## src/rtl/uart_pkg.sv

```systemverilog
// Shared UART definitions: frame FSM states and parity-type encodings.
package uart_pkg;

  typedef enum logic [2:0] {
    IDLE,
    START,
    DATA,
    PARITY,
    STOP
  } uart_state_e;

  localparam logic PAR_EVEN = 1'b0;
  localparam logic PAR_ODD  = 1'b1;

endpackage

```

## src/rtl/uart_tx_parity_calc.sv

```systemverilog
// Combinational parity generator; also usable by the receive-side parity checker.
module uart_tx_parity_calc
  import uart_pkg::*;
#(
  parameter int unsigned DATA_WIDTH = 8
) (
  input  logic [DATA_WIDTH-1:0] data,
  input  logic                  typ,
  output logic                  par_c
);

  assign par_c = (typ == PAR_ODD) ? ~(^data) : (^data);

endmodule

```

## src/rtl/uart_tx_frame.sv

```systemverilog
// UART transmit framer: start bit, LSB-first data, optional parity, stop bit(s),
// each bit held for PRESCALE clocks.
module uart_tx_frame
  import uart_pkg::*;
#(
  parameter int unsigned DATA_WIDTH = 8,
  parameter int unsigned PRESCALE   = 16,
  parameter int unsigned STOP_BITS  = 1
) (
  input  logic                  CLK,
  input  logic                  RSTn,
  input  logic [DATA_WIDTH-1:0] P_DATA,
  input  logic                  Data_Valid,
  input  logic                  PAR_EN,
  input  logic                  PAR_TYP,
  output logic                  TX_OUT,
  output logic                  Busy
);

  localparam int unsigned PW = (PRESCALE > 1)   ? $clog2(PRESCALE)   : 1;
  localparam int unsigned BW = (DATA_WIDTH > 1) ? $clog2(DATA_WIDTH) : 1;
  localparam int unsigned SW = (STOP_BITS > 1)  ? $clog2(STOP_BITS)  : 1;

  localparam logic [PW-1:0] PRESC_LAST = PW'(PRESCALE - 1);
  localparam logic [BW-1:0] BIT_LAST   = BW'(DATA_WIDTH - 1);
  localparam logic [SW-1:0] STOP_LAST  = SW'(STOP_BITS - 1);

  uart_state_e           state_q, state_d;
  logic [PW-1:0]         presc_q, presc_d;
  logic [BW-1:0]         bit_q, bit_d;
  logic [SW-1:0]         stop_q, stop_d;
  logic [DATA_WIDTH-1:0] shreg_q, shreg_d;
  logic                  par_en_q, par_en_d;
  logic                  par_bit_q, par_bit_d;
  logic                  tx_q, tx_d;
  logic                  busy_q, busy_d;
  logic                  par_c;
  logic                  presc_tc_c;

  uart_tx_parity_calc #(
    .DATA_WIDTH(DATA_WIDTH)
  ) u_parity (
    .data (P_DATA),
    .typ  (PAR_TYP),
    .par_c(par_c)
  );

  assign presc_tc_c = (presc_q == PRESC_LAST);

  // Next-state logic; TX_OUT/Busy are computed for the coming cycle so they leave a flop.
  always_comb begin
    state_d   = state_q;
    presc_d   = presc_q;
    bit_d     = bit_q;
    stop_d    = stop_q;
    shreg_d   = shreg_q;
    par_en_d  = par_en_q;
    par_bit_d = par_bit_q;
    tx_d      = tx_q;
    busy_d    = busy_q;

    if (state_q != IDLE) begin
      presc_d = presc_tc_c ? '0 : presc_q + PW'(1);
    end

    case (state_q)
      IDLE: begin
        tx_d   = 1'b1;
        busy_d = 1'b0;
        if (Data_Valid) begin
          state_d   = START;
          shreg_d   = P_DATA;
          par_en_d  = PAR_EN;
          par_bit_d = par_c;
          presc_d   = '0;
          bit_d     = '0;
          stop_d    = '0;
          tx_d      = 1'b0;
          busy_d    = 1'b1;
        end
      end
      START: begin
        if (presc_tc_c) begin
          state_d = DATA;
          tx_d    = shreg_q[0];
        end
      end
      DATA: begin
        if (presc_tc_c) begin
          if (bit_q == BIT_LAST) begin
            bit_d = '0;
            if (par_en_q) begin
              state_d = PARITY;
              tx_d    = par_bit_q;
            end else begin
              state_d = STOP;
              tx_d    = 1'b1;
            end
          end else begin
            bit_d   = bit_q + BW'(1);
            shreg_d = shreg_q >> 1;
            tx_d    = shreg_q[1];
          end
        end
      end
      PARITY: begin
        if (presc_tc_c) begin
          state_d = STOP;
          tx_d    = 1'b1;
        end
      end
      STOP: begin
        if (presc_tc_c) begin
          if (stop_q == STOP_LAST) begin
            state_d = IDLE;
            stop_d  = '0;
            busy_d  = 1'b0;
          end else begin
            stop_d = stop_q + SW'(1);
          end
          tx_d = 1'b1;
        end
      end
      default: begin
        state_d = IDLE;
        tx_d    = 1'b1;
        busy_d  = 1'b0;
      end
    endcase
  end

  always_ff @(posedge CLK or negedge RSTn) begin
    if (!RSTn) begin
      state_q   <= IDLE;
      presc_q   <= '0;
      bit_q     <= '0;
      stop_q    <= '0;
      shreg_q   <= '0;
      par_en_q  <= 1'b0;
      par_bit_q <= 1'b0;
      tx_q      <= 1'b1;
      busy_q    <= 1'b0;
    end else begin
      state_q   <= state_d;
      presc_q   <= presc_d;
      bit_q     <= bit_d;
      stop_q    <= stop_d;
      shreg_q   <= shreg_d;
      par_en_q  <= par_en_d;
      par_bit_q <= par_bit_d;
      tx_q      <= tx_d;
      busy_q    <= busy_d;
    end
  end

  assign TX_OUT = tx_q;
  assign Busy   = busy_q;

endmodule

```

## config.mk

```make
export PLATFORM = sky130hd
export DESIGN_NAME = uart_tx_frame
export DESIGN_NICKNAME = d
export VERILOG_FILES = /design/src/rtl/uart_pkg.sv /design/src/rtl/uart_tx_parity_calc.sv /design/src/rtl/uart_tx_frame.sv
export SDC_FILE = /design/constraint.sdc
export NUM_CORES = 1
export LEC_CHECK = 0
export CORE_ASPECT_RATIO = 1.5
export CORE_MARGIN = 8
export CORE_UTILIZATION = 49
export CTS_CLUSTER_DIAMETER = 40
export DETAILED_ROUTE_END_ITERATION = 8
export GPL_ROUTABILITY_DRIVEN = 1
export GPL_TIMING_DRIVEN = 0
export PLACE_DENSITY = 0.7
export SYNTH_ARGS = -nofsm -noshare
export SYNTH_HDL_FRONTEND = slang
export SYNTH_SLANG_ARGS = --single-unit
```

## constraint.sdc

```tcl
create_clock -name CLK -period 1.9 [get_ports CLK]
set_clock_uncertainty 0.1 [all_clocks]
set_input_delay 0.19 -clock CLK [delete_from_list [all_inputs] [get_ports CLK]]
set_output_delay 0.19 -clock CLK [all_outputs]
set_load 0.05 [all_outputs]
```

==> qor.yml <==
run_status:
  run_status: "complete, no violations"
grt:
  grt_pass1_wl_um: 4690
  grt_antenna_before_repair: 0
  overflow: 0
  track_usage: 0.127
  grt_pass1_vias: 1117
  grt_max_degree: 23
worst_setup_path:
  critical_path_depth: 1
  r2r_end: "shreg_q[4]"
  setup.worst_path.class: "flop to output port"
  crit_slowest_cell: "clkdlybuf4s50_1"
  cp-start-kind: "flop"
  crit_required_ps: 1610
  crit_path_end: "Busy"
  r2r_cells: 7
  cpPeakStageDelay_ps: 820
  cp_top_family: "buffers and inverters"
  cp_max_fo: 3
  worstSetupStartpoint: "Busy"
  r2r_start: "bit_q[0]"
  reg2reg_slack_ps: 130
  cp.arrival_ps: 1510
  path_cells: "clkdlybuf4s50_1"
  cp-end-kind: "output port"
  critPathBufInv: 1
sta:
  finalCriticalPeriod_ps: 1800
  max_clock_freq_mhz: 557
  finalHoldViolations: 0
  relSlewSlack: 0.329
  finalSetupViolCount: 0
  period_share: 0.946
  worstMarginPinSlew_ps: 1000
  rsz0062_at_grt: "true"
  drv_slew: 0
power_and_ir_drop:
  power.density_nw_per_um2: 1300
  report.power.total_mw: 1.99
  p_leak_nw: 0.611
  max-vdd-ir-drop_v: 0.000665
yosys:
  synth_cell_types: 39
  syn_area_um2: 1270
  ys_seq_area_frac: 0.435
  netlist_instances: 128
  ys_ff_latch: 22
  yosysTopAreaCell: "dfrtp_1"
  syn_area_per_cell_um2: 9.90
  synth_fp_nets: 145
  yosysWarnings: 0
  synth.area.top_cells: "dfrtp_1, mux2i_1, o21ai_0"
  synth_top_area_frac: 0.415
die:
  dieHeight_um: 78.3
  initial_core_util: 0.517
  core_area_um2: 2450
  die_area_um2: 4500
  io_pins: 15
  std_cell_rows: 22
  die_x_um: 57.5
routing:
  vias: 999
  avgRoutedWirePerCell_um: 14.8
  via_per_inst: 5.74
  initialDrtViolationCount: 27
  firstDrtPassIters: 3
  wirelength_um: 2570
  drc_errors: 0
  ant_nets: 0
clock_tree:
  cts_tree: "yes"
  cts_max_level: 1
  hold_buffers: 0
  numCtsBuffers: 3
  cts_root_buf: "clkbuf_4"
  cts.sinks: 22
  cts_buffer_depth: 2
  clk_latency_ps: 310
  path_clk_slew_ps: 130
finish:
  fin_area_um2: 1520
  final_layout_size_suffix_gt1_frac: 0.173
  nNetsFinal: 168
  antenna_cells: 0
  area_growth_pct: 20.0
  fill_cells: 211
  final_common_cell: "dfrtp_1"
  final_cell_mix: "dfrtp_1, o21ai_0, clkdlybuf4s50_1"
place:
  gp_congestion: 0.759
  port_buffers: 14
  placed_area_um2: 1440
  dpl.hpwl_um: 1930
hold_path:
  hold_class: "input port to async pin"
flow_run:
  maxCapViolCount: 0
[Yosys cell counts (all sizes together)]
cell type and instances:
nor2 12, nand2 9, nand2b 2, o31ai 1
buf 3, nand4 1, o31a 2, xnor3 1
a31oi 1, dfstp 1, mux2i 8, nor3b 1
a21o 1, or2 2, clkbuf 2, o221ai 1
a21oi 11, nand3b 2, or3b 1, nand3 5
dfrtp 21, nor3 1, mux2 1, inv 5
o22ai 1, ha 4, a211oi 2, nand4b 1
xnor2 4, or3 1, o21ai 13, nor2b 4
xor2 2, a2111oi 1
[cell type report]
cell class                      count  area [um^2]  area share
Inverter                            5         18.8      0.0123
Sequential cell                    22          553       0.363
Clock buffer                        4         26.3      0.0173
Multi-Input combinational cell     96          693       0.456
Tap cell                           24         30.0      0.0197
Timing Repair Buffer               18          169       0.111
Buffer                              5         31.3      0.0206
[routing by layer]
metal,part of all wire,track usage
met1,0.42,0.134
met2,0.54,0.234
met3,0.027,0.0228
met4,0.018,0.0554
met5,0,0
[metrics by stage]
stage | hold WS, ps | util | setup TNS, ps | instances | setup slack, ps
3_3_place_gp | 377 | 0.587 | -966 | 166 | -137
3_5_place_dp | 398 | 0.587 | -832 | 166 | -122
5_1_grt | 400 | 0.621 | -7.12 | 174 | -6.73
2_1_floorplan | -206 | - | 0 | 128 | 148
4_1_cts | 351 | 0.605 | 0 | 172 | 40.5
6_report | 315 | 0.621 | 0 | 174 | 103
[how the worst min path moves through the flow]
stage / from / to / slack [ps] / depth (start not counted)
after floorplan: RSTn / Busy / -210 / 0
after global placement: par_bit_q / par_bit_q / 380 / 2
after detailed placement: par_bit_q / par_bit_q / 400 / 2
after CTS: RSTn / presc_q[1] / 350 / 1
after global routing: PAR_EN / par_en_q / 400 / 2
final: RSTn / presc_q[1] / 310 / 1
[cell families after synthesis]
group / synth area share
adder cells (fa/ha/maj): 0.0395
AND/OR/NAND/NOR: 0.177
flip-flops: 0.435
XOR/XNOR: 0.0592
AO/OA/AOI/OAI: 0.178
buffers and inverters: 0.0395
multiplexers: 0.0721
[state kept, by name, indices dropped and copies added (netlist names)]
| signal | cells |
|---|---|
| bit_q | 3 |
| presc_q | 4 |
| TX_OUT | 1 |
| Busy | 1 |
| par_en_q | 1 |
| par_bit_q | 1 |
| shreg_q | 8 |
| state_q | 3 |
[timing repair]
action / CTS / global route
endpoints found under the setup margin: 10 / 10
buffers inserted: 2 / 2
endpoints found under the hold margin: 0 / 0
gates resized for setup: 2 / 6
pin swaps: 1 / 1
[power breakdown]
| part | switching (mW) | leakage [nW] | total, mW | internal (mW) |
|---|---|---|---|---|
| sequential | 0.174 | 0.261 | 0.858 | 0.684 |
| clock | 0.140 | 0.0150 | 0.222 | 0.0818 |
| combinational | 0.489 | 0.335 | 0.905 | 0.416 |
| total | 0.804 | 0.611 | 1.99 | 1.18 |
No activity file was read; power rests on OpenSTA's default activity.
